[src/rtl/Purple_Jade_pkg.sv]
// Shared types and constants for the load/store execute unit.
// Holds the operation record, the writeback payload, the store-packet width,
// plus helpers for address generation and saturating performance counters.
package Purple_Jade_pkg;

  localparam int WORD_SIZE_P  = 16;
  localparam int NUM_PHYS_REG = 32;
  localparam int ROB_ENTRY    = 16;
  localparam int SB_ENTRY     = 8;
  localparam int IMM_W        = 8;

  localparam int PREG_W       = $clog2(NUM_PHYS_REG);
  localparam int ROB_W        = $clog2(ROB_ENTRY);
  localparam int SB_W         = $clog2(SB_ENTRY);

  // {sb_num, addr, data}, MSB first
  localparam int CDB_SB_WIDTH = SB_W + 2 * WORD_SIZE_P;
  localparam int LSU_PERF_W   = 16;

  typedef struct packed {
    logic                   is_st;
    logic [WORD_SIZE_P-1:0] addr;
    logic [WORD_SIZE_P-1:0] data;
    logic [PREG_W-1:0]      dst;
    logic [ROB_W-1:0]       rob;
    logic [SB_W-1:0]        sb;
  } lsu_op_t;

  typedef struct packed {
    logic [PREG_W-1:0]      dst;
    logic [ROB_W-1:0]       rob;
    logic [WORD_SIZE_P-1:0] data;
  } lsu_wb_t;

  // Effective address: base plus sign-extended offset, wrapping modulo 2^WORD_SIZE_P.
  function automatic logic [WORD_SIZE_P-1:0] lsu_agen(
    input logic [WORD_SIZE_P-1:0] base,
    input logic [IMM_W-1:0]       imm
  );
    return base + {{(WORD_SIZE_P-IMM_W){imm[IMM_W-1]}}, imm};
  endfunction

  // Increment when enabled, sticking at all-ones.
  function automatic logic [LSU_PERF_W-1:0] perf_inc(
    input logic [LSU_PERF_W-1:0] cnt,
    input logic                  en
  );
    if (en && (cnt != {LSU_PERF_W{1'b1}})) begin
      return cnt + LSU_PERF_W'(1);
    end else begin
      return cnt;
    end
  endfunction

endpackage

[src/rtl/lsu_wb_reg.sv]
// One-entry valid/ready pipeline register with flush.
// Accepts a new entry whenever it is empty or its current entry drains in the
// same cycle; flush has priority and empties the stage.
module lsu_wb_reg #(
  parameter int W = 8
) (
  input  logic         clk_i,
  input  logic         reset_i,
  input  logic         flush_i,
  input  logic         in_v_i,
  output logic         in_ready_o,
  input  logic [W-1:0] in_data_i,
  output logic         out_v_o,
  input  logic         out_ready_i,
  output logic [W-1:0] out_data_o
);

  logic         v_q, v_d;
  logic [W-1:0] data_q, data_d;

  assign in_ready_o = !v_q || out_ready_i;
  assign out_v_o    = v_q;
  assign out_data_o = data_q;

  // Next-state: flush empties, push loads, a bare drain empties.
  always_comb begin
    v_d    = v_q;
    data_d = data_q;
    if (flush_i) begin
      v_d = 1'b0;
    end else if (in_v_i && in_ready_o) begin
      v_d    = 1'b1;
      data_d = in_data_i;
    end else if (out_ready_i) begin
      v_d = 1'b0;
    end else begin
      v_d = v_q;
    end
  end

  // State register with asynchronous reset.
  always_ff @(posedge clk_i or posedge reset_i) begin
    if (reset_i) begin
      v_q    <= 1'b0;
      data_q <= '0;
    end else begin
      v_q    <= v_d;
      data_q <= data_d;
    end
  end

endmodule

[src/rtl/lsu_exe.sv]
// Load/store execute unit.
// S1 holds the issued op with its generated address. Stores leave S1 as a
// store-buffer packet in the same cycle. Loads look up memory and the
// store-buffer bypass port, then move into S2 (lsu_wb_reg), which drives the CDB.
// Optional feature macro: LSU_PERF_CNT_EN (saturating performance counters).
module lsu_exe
  import Purple_Jade_pkg::*;
(
  input  logic                    clk_i,
  input  logic                    reset_i,
  input  logic                    issue_lsu_v_i,
  output logic                    lsu_issue_ready_o,
  input  logic                    issue_is_st_i,
  input  logic [WORD_SIZE_P-1:0]  issue_base_i,
  input  logic [IMM_W-1:0]        issue_imm_i,
  input  logic [WORD_SIZE_P-1:0]  issue_st_data_i,
  input  logic [PREG_W-1:0]       issue_dst_i,
  input  logic [ROB_W-1:0]        issue_rob_i,
  input  logic [SB_W-1:0]         issue_sb_i,
  output logic                    exe_sb_v_o,
  output logic [CDB_SB_WIDTH-1:0] exe_sb_o,
  output logic [WORD_SIZE_P-1:0]  exe_mem_addr_o,
  input  logic [WORD_SIZE_P-1:0]  exe_mem_data_i,
  output logic [WORD_SIZE_P-1:0]  exe_ld_bypass_addr_o,
  output logic [SB_W-1:0]         exe_ld_bypass_sb_num_o,
  input  logic                    sb_ld_bypass_valid_i,
  input  logic [WORD_SIZE_P-1:0]  sb_ld_bypass_value_i,
  output logic                    cdb_v_o,
  input  logic                    cdb_ready_i,
  output logic [PREG_W-1:0]       cdb_dst_o,
  output logic [ROB_W-1:0]        cdb_rob_o,
  output logic [WORD_SIZE_P-1:0]  cdb_data_o,
`ifdef LSU_PERF_CNT_EN
  output logic [LSU_PERF_W-1:0]   perf_ld_o,
  output logic [LSU_PERF_W-1:0]   perf_st_o,
  output logic [LSU_PERF_W-1:0]   perf_byp_o,
  output logic [LSU_PERF_W-1:0]   perf_stall_o,
`endif
  input  logic                    rob_mispredict_i
);

  lsu_op_t                s1_q, s1_d;
  logic                   s1_v_q, s1_v_d;
  lsu_op_t                new_op;
  logic                   s1_ld, s1_adv, issue_fire;
  logic                   s2_in_ready, s2_v;
  lsu_wb_t                s2_in, s2_out;
  logic [WORD_SIZE_P-1:0] ld_data;
  logic [WORD_SIZE_P-1:0] mem_addr_q, mem_addr_d;
  logic [SB_W-1:0]        byp_sb_q, byp_sb_d;

  // Stores always leave S1; a load leaves only if S2 can take it.
  assign s1_ld             = s1_v_q && !s1_q.is_st;
  assign s1_adv            = s1_v_q && (s1_q.is_st || s2_in_ready);
  assign lsu_issue_ready_o = !s1_v_q || s1_adv;
  assign issue_fire        = issue_lsu_v_i && lsu_issue_ready_o;

  // Build the S1 record for the op presented on the issue port.
  always_comb begin
    new_op       = '0;
    new_op.is_st = issue_is_st_i;
    new_op.addr  = lsu_agen(issue_base_i, issue_imm_i);
    new_op.data  = issue_st_data_i;
    new_op.dst   = issue_dst_i;
    new_op.rob   = issue_rob_i;
    new_op.sb    = issue_sb_i;
  end

  // S1 next state: flush drops everything including a same-cycle issue.
  always_comb begin
    s1_v_d = s1_v_q;
    s1_d   = s1_q;
    if (rob_mispredict_i) begin
      s1_v_d = 1'b0;
    end else if (issue_fire) begin
      s1_v_d = 1'b1;
      s1_d   = new_op;
    end else if (s1_adv) begin
      s1_v_d = 1'b0;
    end else begin
      s1_v_d = s1_v_q;
    end
  end

  // Lookup address/sb number follow the S1 load and otherwise keep their last value.
  always_comb begin
    mem_addr_d = mem_addr_q;
    byp_sb_d   = byp_sb_q;
    if (s1_ld) begin
      mem_addr_d = s1_q.addr;
      byp_sb_d   = s1_q.sb;
    end else begin
      mem_addr_d = mem_addr_q;
      byp_sb_d   = byp_sb_q;
    end
  end

  // S1 register and lookup-hold registers.
  always_ff @(posedge clk_i or posedge reset_i) begin
    if (reset_i) begin
      s1_v_q     <= 1'b0;
      s1_q       <= '0;
      mem_addr_q <= '0;
      byp_sb_q   <= '0;
    end else begin
      s1_v_q     <= s1_v_d;
      s1_q       <= s1_d;
      mem_addr_q <= mem_addr_d;
      byp_sb_q   <= byp_sb_d;
    end
  end

  assign exe_mem_addr_o         = mem_addr_d;
  assign exe_ld_bypass_addr_o   = mem_addr_d;
  assign exe_ld_bypass_sb_num_o = byp_sb_d;

  // A store-buffer hit overrides memory data.
  assign ld_data = sb_ld_bypass_valid_i ? sb_ld_bypass_value_i : exe_mem_data_i;

  assign exe_sb_v_o = s1_v_q && s1_q.is_st && !rob_mispredict_i;
  assign exe_sb_o   = {s1_q.sb, s1_q.addr, s1_q.data};

  assign s2_in.dst  = s1_q.dst;
  assign s2_in.rob  = s1_q.rob;
  assign s2_in.data = ld_data;

  lsu_wb_reg #(
    .W($bits(lsu_wb_t))
  ) u_s2 (
    .clk_i      (clk_i),
    .reset_i    (reset_i),
    .flush_i    (rob_mispredict_i),
    .in_v_i     (s1_ld),
    .in_ready_o (s2_in_ready),
    .in_data_i  (s2_in),
    .out_v_o    (s2_v),
    .out_ready_i(cdb_ready_i),
    .out_data_o (s2_out)
  );

  assign cdb_v_o    = s2_v && !rob_mispredict_i;
  assign cdb_dst_o  = s2_out.dst;
  assign cdb_rob_o  = s2_out.rob;
  assign cdb_data_o = s2_out.data;

`ifdef LSU_PERF_CNT_EN
  logic [LSU_PERF_W-1:0] perf_ld_q, perf_st_q, perf_byp_q, perf_stall_q;
  logic                  byp_hit_s;

  assign byp_hit_s = s1_ld && s2_in_ready && sb_ld_bypass_valid_i && !rob_mispredict_i;

  // Saturating event counters.
  always_ff @(posedge clk_i or posedge reset_i) begin
    if (reset_i) begin
      perf_ld_q    <= '0;
      perf_st_q    <= '0;
      perf_byp_q   <= '0;
      perf_stall_q <= '0;
    end else begin
      perf_ld_q    <= perf_inc(perf_ld_q, cdb_v_o && cdb_ready_i);
      perf_st_q    <= perf_inc(perf_st_q, exe_sb_v_o);
      perf_byp_q   <= perf_inc(perf_byp_q, byp_hit_s);
      perf_stall_q <= perf_inc(perf_stall_q, s1_ld && !s2_in_ready);
    end
  end

  assign perf_ld_o    = perf_ld_q;
  assign perf_st_o    = perf_st_q;
  assign perf_byp_o   = perf_byp_q;
  assign perf_stall_o = perf_stall_q;
`endif

endmodule

[config.mk]
export PLATFORM = sky130hd
export DESIGN_NAME = lsu_exe
export DESIGN_NICKNAME = d
export VERILOG_FILES = /design/src/rtl/Purple_Jade_pkg.sv /design/src/rtl/lsu_wb_reg.sv /design/src/rtl/lsu_exe.sv
export SDC_FILE = /design/constraint.sdc
export NUM_CORES = 1
export LEC_CHECK = 0
export CORE_UTILIZATION = 47
export CTS_BUF_LIST = sky130_fd_sc_hd__clkbuf_16
export DETAILED_ROUTE_END_ITERATION = 16
export PLACE_DENSITY_LB_ADDON = 0.05
export RECOVER_POWER = 25
export SYNTH_ARGS = -nofsm -noshare
export SYNTH_HDL_FRONTEND = slang
export SYNTH_HIERARCHICAL = 1
export SYNTH_SLANG_ARGS = --single-unit
export TNS_END_PERCENT = 5
[constraint.sdc]
create_clock -name clk_i -period 3.9 [get_ports clk_i]
set_clock_uncertainty 0.2 [all_clocks]
set_input_delay 0.585 -clock clk_i [delete_from_list [all_inputs] [get_ports clk_i]]
set_output_delay 0.585 -clock clk_i [all_outputs]
set_load 0.05 [all_outputs]
==> metrics.txt, run 1 <==
Power, Total 4.35 mW; met1 GRT Util 0.253; Skew-Pair Late Insertion Delay 0.33 ns; root buffer cell clkbuf_16; Setup CP Type register to output port; vias 3,560; Area Growth Syn to Fin 40.9%; I/O Pins 189; initial core utilization 0.486; DRT Pass-1 Iters 4; CP cell instances nor2b_1, buf_12, mux2_1, clkdlybuf4s50_1; CP max stage delay 0.73 ns; power per cell area 647 nW/um^2; GRT met3 Usage 0.0400; Cells after Synth 455; GR peak layer met2; DR vias/cell 4.89; Max Clock Freq 286 MHz; HP Start exe_sb_o[11]$_DFFE_PP0P_; CP Max Fanout 17; CP max stage cell clkdlybuf4s50_1; CTS sink cnt 91; met2 usage 0.359; Detail Placement HPWL 8.20 mm; CP top delay family buffers and inverters; FILL cells 788; fin cells 728; largest net degree at the start of global routing 39; Starting DRT DRC Count 60; worst ir drop on vdd 0.407 mV; crit path launch type register; fin crit share 0.895; Placer Congestion 0.887; Slew Limit Fails 0; port bufs 188; Least-Margin Pin Slew 1.03 ns; Most used DFF post-synth dfrtp_1; die area 10,600 um^2; top cell type's share of synthesized area 0.477; Final Hold Vio Count 0; Data arrival, critical path 2.71 ns; gr usage total 0.205; ys async rst share 1.00; clock-pin slew on the worst setup and hold paths 0.07 ns; antenna fix cells 0; Post-CTS Setup Repair Bufs 0; synthesis-stage register bit count 91; drt wl/cell 14.7 um; DRC violations left 0; CTS tree built; DP Worst Slack 0.821 ns; LEAKAGE 3.00 nW; Req. time, crit path 3.12 ns; RSZ-0062 raised after global routing false; r2r startpoint s1_q[44]$_DFFE_PP0P_; Num CTS Buffers 9; vias in the first global route 3,462; Max-cap violations 0; number of synthesized flops with an enable pin 0; CP endpoint kind output port; ANT nets after route 0; cts repair resizes 0; WP buf/inv 2; Yosys top cell by area dfrtp_1; first-pass GRT wire length 16.6 mm; synth top area cells dfrtp_1 (48%), mux2_2 (14%), nand2_1 (9.1%), buf_4 (8.0%), ha_1 (3.9%); most frequent cell after synthesis nand2_1; final design utilization 0.685; Mean Syn Cell Area 10.5 um^2; Final Routed Wirelength 10.7 mm; yosys warns 6; Netlist cell types 46; crit path launch s1_q[44]$_DFFE_PP0P_; final setup violating endpoints 0; register area share after synthesis 0.477; Final min period 3.49 ns; die width 103 um; site row count 36; chip height 103 um; outcome completed; Post-Syn Area 4770 um^2; H-tree depth 3; leading cell types by count after synthesis nand2_1 (116), dfrtp_1 (91), mux2_2 (61); Hold Buf Count CTS 0; final worst slack 0.409 ns; Worst Hold Class register to register; share of cells above drive strength 1 0.123; initial antenna violation count 0; Clock Tree Buf Depth 2; Slew headroom 0.311; Placed Cells incl. Taps 712; Final #Nets 697; post-route setup TNS 0 ns; Core Box Area 9820 um^2; remaining global-route overflow 0; Syn Nets 562
==> cell families after synthesis <==
family | after synthesis | synth area share
simple gates | 150 | 0.135
flops | 91 | 0.477
buf+inv | 75 | 0.106
mux | 63 | 0.148
compound gates | 48 | 0.0682
fa+ha+maj | 16 | 0.0435
xor+xnor | 12 | 0.0220
==> state kept, by name, summed over array words and instances, names as in the netlist <==
register / flops
byp_sb_q: 3
exe_sb_o: 35
mem_addr_q: 16
s1_q: 10
s1_v_q: 1
u_s2/out_data_o: 25
u_s2/out_v_o: 1
==> layout make-up <==
cell class	instances	area, um^2	area share
Clock inverter	7	100	0.0149
Inverter	5	18.8	0.00279
Clock buffer	9	225	0.0335
Multi-Input combinational cell	289	2000	0.297
Tap cell	133	166	0.0247
Sequential cell	91	2280	0.339
Timing Repair Buffer	194	1940	0.288
==> stage by stage <==
step	instance area [um^2]	hold slack, ns
detailed placement	6400	0.264
floorplan	4770	0.240
CTS	6730	0.280
global route	6720	0.302
finish	6720	0.276
global placement	6400	0.253
==> report_power, final <==
part	total, mW	switching [mW]	internal (mW)
Clock	0.934	0.367	0.567
Sequential	1.28	0.106	1.17
Combinational	2.14	1.39	0.746
==> metal layers <==
metal | wire length [um] | vias up
met2 | 5350 | 113
met5 | 0 | -
li1 | - | 1749
met3 | 684 | 14
met1 | 4530 | 1684
met4 | 165 | 0
==> final timing paths <==
check	slack [ns]	endpoint	cells past startpoint
worst min register to register	0.28	exe_sb_o[11]$_DFFE_PP0P_	2
worst max-delay path	0.41	exe_mem_addr_o[9]	4
min in group asynchronous	0.76	u_s2/out_data_o[2]$_DFFE_PP0P_	2
max in group asynchronous	1.65	exe_sb_o[25]$_DFFE_PP0P_	3
worst max register to register	1.09	exe_sb_o[27]$_DFFE_PP0P_	8
worst min-delay path	0.28	exe_sb_o[11]$_DFFE_PP0P_	2
==> cells in the final DEF (no fill, tap or decap), types with 2 or more instances in the layout <==
master           count
nor3_1               3
nand3_1              2
bufinv_16            2
a31oi_1              2
a21o_1               6
nand4_1              6
a21oi_1             12
a211o_1              2
inv_1                5
nand2_1            116
mux2i_1              2
mux2_1              17
and2_1               2
xnor2_1              6
nor3b_4              2
mux2_2              44
clkdlybuf4s50_1    187
nor2b_1              2
o21ai_1              4
xor2_1               6
o21ai_0             11
dfrtp_1             91
buf_4                5
nor2_1              10
clkbuf_16            9
ha_1                15
==> worst min-delay path, delay by kind of cell (launching register included) <==
family	cells	cell delay [ns]
flops	1	0.34
simple gates	2	0.11
Note: power is estimated with default switching activity, not from simulation.
==> run 2: changes to the inputs <==
--- a/config.mk
+++ b/config.mk
@@ -5,7 +5,7 @@
 export SDC_FILE = /design/constraint.sdc
 export NUM_CORES = 1
 export LEC_CHECK = 0
-export CORE_UTILIZATION = 47
+export CORE_UTILIZATION = 45
 export CTS_BUF_LIST = sky130_fd_sc_hd__clkbuf_16
 export DETAILED_ROUTE_END_ITERATION = 16
 export PLACE_DENSITY_LB_ADDON = 0.05
==> run 2 against run 1 <==
Against the previous run:
- first-iteration DRC count grew 100%
- critical path depth unchanged
- clock-buffer cell count stayed put
==> metrics.txt, run 2 (synthesis gave the netlist of run 1 again) <==
antenna fix cells 0; most frequent cells in the layout clkdlybuf4s50_1 (186), nand2_1 (116), dfrtp_1 (91); Largest register FFs 35; Detail Placement HPWL 8.31 mm; site row count 37; final setup violating endpoints 0; chip height 105 um; drt wl/cell 15.0 um; Starting DRT DRC Count 120; Worst Hold Class register to register; Hold WS 0.274 ns; ANT nets after route 0; CP Max Fanout 13; port bufs 188; LEAKAGE 2.98 nW; crit path launch type register; H-tree depth 3; Clock Tree Buf Depth 2; CTS tree built; die area 11,000 um^2; Post-CTS Setup Repair Bufs 0; post-route setup TNS 0 ns; vias 3,610; initial core utilization 0.462; CP max stage cell clkdlybuf4s50_1; Final Hold Vio Count 0; share of cells above drive strength 1 0.139; most common cell after layout, fill and taps aside clkdlybuf4s50_1; die width 105 um; Num CTS Buffers 9; vias in the first global route 3,661; gr usage total 0.207; root buffer cell clkbuf_16; worst ir drop on vdd 0.431 mV; clock-pin slew on the worst setup and hold paths 0.07 ns; Data arrival, critical path 2.60 ns; remaining global-route overflow 0; Max-cap violations 0; Final Routed Wirelength 11.0 mm; Final #Nets 698; RSZ-0062 raised after global routing false; DR vias/cell 4.93; fin crit share 0.868; first-pass GRT wire length 18.0 mm; CP endpoint kind output port; Slew headroom 0.184; cts repair resizes 0; DRC violations left 0; outcome completed; DRT Pass-1 Iters 4; Final min period 3.38 ns; initial antenna violation count 0; Req. time, crit path 3.12 ns; Area Growth Syn to Fin 40.4%; Least-Margin Pin Slew 1.22 ns; Skew-Pair Late Insertion Delay 0.33 ns; CTS sink cnt 91; CP max stage delay 0.71 ns; Max Clock Freq 295 MHz; Slew Limit Fails 0; Setup CP Type register to output port; Placer Congestion 0.837; Core Box Area 10,300 um^2; largest net degree at the start of global routing 39; FILL cells 870; power per cell area 647 nW/um^2; I/O Pins 189; CP cell instances nor2b_2, buf_4, mux2_2, clkdlybuf4s50_1; Hold Buf Count CTS 0
[run 2: cell types whose count changed in the layout (fill, tap and decap cells not counted), sizes merged]
cell	change
buf	-1
clkbuf	+2
clkdlybuf4s50	-1
dlygate4sd3	+1
[run 2: routing by layer]
layer / share of wire / vias to the layer above / GRT usage
met5: 0 / - / 0
met4: 0.017 / 0 / 0.0744
met3: 0.054 / 14 / 0.0381
met2: 0.51 / 136 / 0.368
met1: 0.41 / 1720 / 0.250
li1: - / 1740 / -
[run 2: cell type report]
type	count	area, um^2	share of cell area
clock buffers	9	225	0.0336
clock inverters	7	92.6	0.0138
multi-input cells	289	1990	0.297
inverters	5	18.8	0.00280
flip-flops and latches	91	2280	0.340
well taps	136	170	0.0254
repair buffers	195	1930	0.287
[run 2: worst paths after layout]
kind                       cells after the start  slack, ns            startpoint                              end
max                                            4       0.52  s1_q[44]$_DFFE_PP0P_          exe_ld_bypass_addr_o[8]
min                                            2       0.27  s1_q[10]$_DFFE_PP0P_             s1_q[10]$_DFFE_PP0P_
min reg2reg                                    2       0.27  s1_q[10]$_DFFE_PP0P_             s1_q[10]$_DFFE_PP0P_
max reg2reg                                    8       1.50  s1_q[44]$_DFFE_PP0P_              s1_q[6]$_DFFE_PP0P_
max in group asynchronous                      3       1.19               reset_i         exe_sb_o[31]$_DFFE_PP0P_
min in group asynchronous                      2       0.75               reset_i  u_s2/out_data_o[15]$_DFFE_PP0P_
[run 2: metrics by stage]
| stage | util | setup WS, ns | power, mW | instances | instance area (um^2) |
|---|---|---|---|---|---|
| detailed placement | 0.620 | 0.817 | 3.46 | 716 | 6400 |
| CTS | 0.651 | 0.478 | 4.40 | 732 | 6720 |
| finish | 0.649 | 0.515 | 4.33 | 732 | 6700 |
| global route | 0.649 | 0.390 | 4.52 | 732 | 6700 |
| global placement | 0.620 | 0.828 | 3.43 | 716 | 6400 |
| floorplan | - | 1.47 | 2.88 | 455 | 4770 |
[run 2: critical path, delay by kind of cell (launching register included)]
kind	cells	cell delay, ns
buffers and inverters	2	1.04
multiplexers	1	0.40
AND/OR/NAND/NOR	1	0.43
flip-flops	1	0.40
[run 2: where the power goes]
part           internal [mW]  total (mW)  switching, mW
clock                  0.560       0.917          0.357
combinational          0.754        2.14           1.38
sequential              1.17        1.28          0.106
total                   2.49        4.33           1.85
==> run 3: changes to the inputs <==
--- a/config.mk
+++ b/config.mk
@@ -5,7 +5,8 @@
 export SDC_FILE = /design/constraint.sdc
 export NUM_CORES = 1
 export LEC_CHECK = 0
-export CORE_UTILIZATION = 45
+export CORE_ASPECT_RATIO = 0.6
+export CORE_UTILIZATION = 44
 export CTS_BUF_LIST = sky130_fd_sc_hd__clkbuf_16
 export DETAILED_ROUTE_END_ITERATION = 16
 export PLACE_DENSITY_LB_ADDON = 0.05
==> constraint.sdc (replaced) <==
create_clock -name clk_i -period 3.2 [get_ports clk_i]
set_clock_uncertainty 0.2 [all_clocks]
set_input_delay 0.48 -clock clk_i [delete_from_list [all_inputs] [get_ports clk_i]]
set_output_delay 0.48 -clock clk_i [all_outputs]
set_load 0.05 [all_outputs]
==> run 3 against run 2 <==
Against the previous run:
- the run now ends with capacitance limit, slew limit left
- sequential power up 23%
- largest power group unchanged
- via count down 1.6%
- combinational power up 23%
- sequential cell count unchanged
- hold slack about the same
- sequential share of layout area up 0.089 points
- clock-buffer cell count unchanged
- setup slack worse by 0.26 ns
- highest routed layer unchanged
- final cell count up 0.68%
- first-iteration DRC count up 23%
- register-to-register slack worse by 0.42 ns
==> metrics.txt, run 3 (synthesis gave the netlist of run 1 again) <==
outcome finished, violations left; failing checks capacitance limit, slew limit; Data arrival, critical path 2.27 ns; Starting DRT DRC Count 147; most frequent cells in the layout clkdlybuf4s50_1 (186), nand2_1 (116), dfrtp_1 (91); CP cell instances nor2b_2, buf_4, mux2_2, clkdlybuf4s50_1; Hold Buf Count CTS 0; final design utilization 0.633; Max-cap violations 1; share of cells above drive strength 1 0.157; worst ir drop on vdd 0.579 mV; CTS sink cnt 91; Worst Hold End s1_q[7]$_DFFE_PP0P_; Core Box Area 10,600 um^2; Least-Margin Pin Slew 1.67 ns; die area 11,300 um^2; initial antenna violation count 0; CP max stage delay 0.73 ns; Skew-Pair Late Insertion Delay 0.34 ns; power per cell area 775 nW/um^2; gr usage total 0.211; largest net degree at the start of global routing 66; vias 3,552; final worst slack 0.253 ns; Final Hold Vio Count 0; Largest register FFs 35; RSZ-0062 raised after global routing false; Final Routed Wirelength 11.5 mm; r2r setup slk 1.08 ns; Final #Nets 700; remaining global-route overflow 0; Final min period 2.95 ns; Area after DPL 6430 um^2; fin crit share 0.921; drt wl/cell 15.6 um; ANT nets after route 0; fin cells 737; clock-pin slew on the worst setup and hold paths 0.07 ns; worst hold path depth 2; Setup CP Type register to output port; first-pass GRT wire length 17.8 mm; final setup violating endpoints 0; post-route setup TNS 0 ns; Area Growth Syn to Fin 40.1%; Hold WS 0.274 ns; Slew Limit Fails 66; DR vias/cell 4.82; I/O Pins 189; Post-CTS Setup Repair Bufs 0; antenna fix cells 0; most common cell after layout, fill and taps aside clkdlybuf4s50_1; Detail Placement HPWL 8.58 mm; cts repair resizes 0; DRC violations left 0; LEAKAGE 2.97 nW; CP endpoint kind output port; HP Start s1_q[7]$_DFFE_PP0P_; root buffer cell clkbuf_16; CTS tree built; crit path launch type register; CP max stage cell clkdlybuf4s50_1; H-tree depth 3; FILL cells 831; Worst Hold Class register to register; FF-to-FF path depth 9; CP Max Fanout 15; site row count 29; DRT Pass-1 Iters 4; port bufs 188; Power, Total 5.18 mW; DP Worst Slack 0.208 ns; Max Clock Freq 339 MHz; Design Area, Final 6690 um^2; Req. time, crit path 2.52 ns; FF-to-FF End exe_sb_o[29]$_DFFE_PP0P_; Placed Cells incl. Taps 721; vias in the first global route 3,463; r2r startpoint s1_q[44]$_DFFE_PP0P_; Placer Congestion 0.917; Num CTS Buffers 9; Slew headroom -0.116; die width 136 um; chip height 82.7 um; Clock Tree Buf Depth 2; initial core utilization 0.452
==> run 3: changes by cell type in the layout (fill, tap and decap cells not counted), sizes merged <==
cell	previous run	this run
clkinvlp	1	4
bufinv	2	0
clkbuf	11	10
dlygate4sd3	2	1
buf	5	9
clkinv	2	1
==> run 3: area by class of cell <==
| cell class | count | area, um^2 | area share |
|---|---|---|---|
| Clock inverter | 7 | 46.3 | 0.00692 |
| Multi-Input combinational cell | 289 | 2000 | 0.299 |
| Clock buffer | 9 | 225 | 0.0337 |
| Inverter | 5 | 18.8 | 0.00281 |
| Tap cell | 139 | 174 | 0.0260 |
| Timing Repair Buffer | 197 | 1940 | 0.291 |
| Sequential cell | 91 | 2280 | 0.341 |
==> run 3: worst max path at each step <==
stage | start | to | slack, ns | depth (start not counted)
floorplan | issue_base_i[0] | exe_sb_o[26]$_DFFE_PP0P_ | 0.88 | 8
global placement | issue_imm_i[7] | exe_sb_o[29]$_DFFE_PP0P_ | 0.27 | 8
detailed placement | issue_imm_i[7] | exe_sb_o[30]$_DFFE_PP0P_ | 0.21 | 8
CTS | s1_q[44]$_DFFE_PP0P_ | exe_mem_addr_o[8] | 0.22 | 4
global route | s1_q[44]$_DFFE_PP0P_ | exe_mem_addr_o[8] | 0.16 | 4
finish | s1_q[44]$_DFFE_PP0P_ | exe_mem_addr_o[8] | 0.25 | 4
==> run 3: layer usage <==
metal  track usage  routed length (um)  vias up  share of wire
met1         0.300                5640     1672           0.49
met2         0.321                5070      110           0.44
met4        0.0611                 120        0          0.010
met3        0.0482                 642       11          0.056
met5             0                   0        -              0
li1              -                   -     1759              -
==> run 3: power breakdown <==
| group | switching (mW) | total [mW] | internal, mW |
|---|---|---|---|
| clock network | 0.460 | 0.984 | 0.523 |
| logic | 1.70 | 2.63 | 0.930 |
| registers | 0.144 | 1.57 | 1.43 |
==> run 3: critical path, delay by kind of cell, from the launching register on <==
| kind | cells | cell delay, ns |
|---|---|---|
| multiplexers | 1 | 0.39 |
| flip-flops | 1 | 0.41 |
| buffers and inverters | 2 | 0.98 |
| AND/OR/NAND/NOR | 1 | 0.13 |
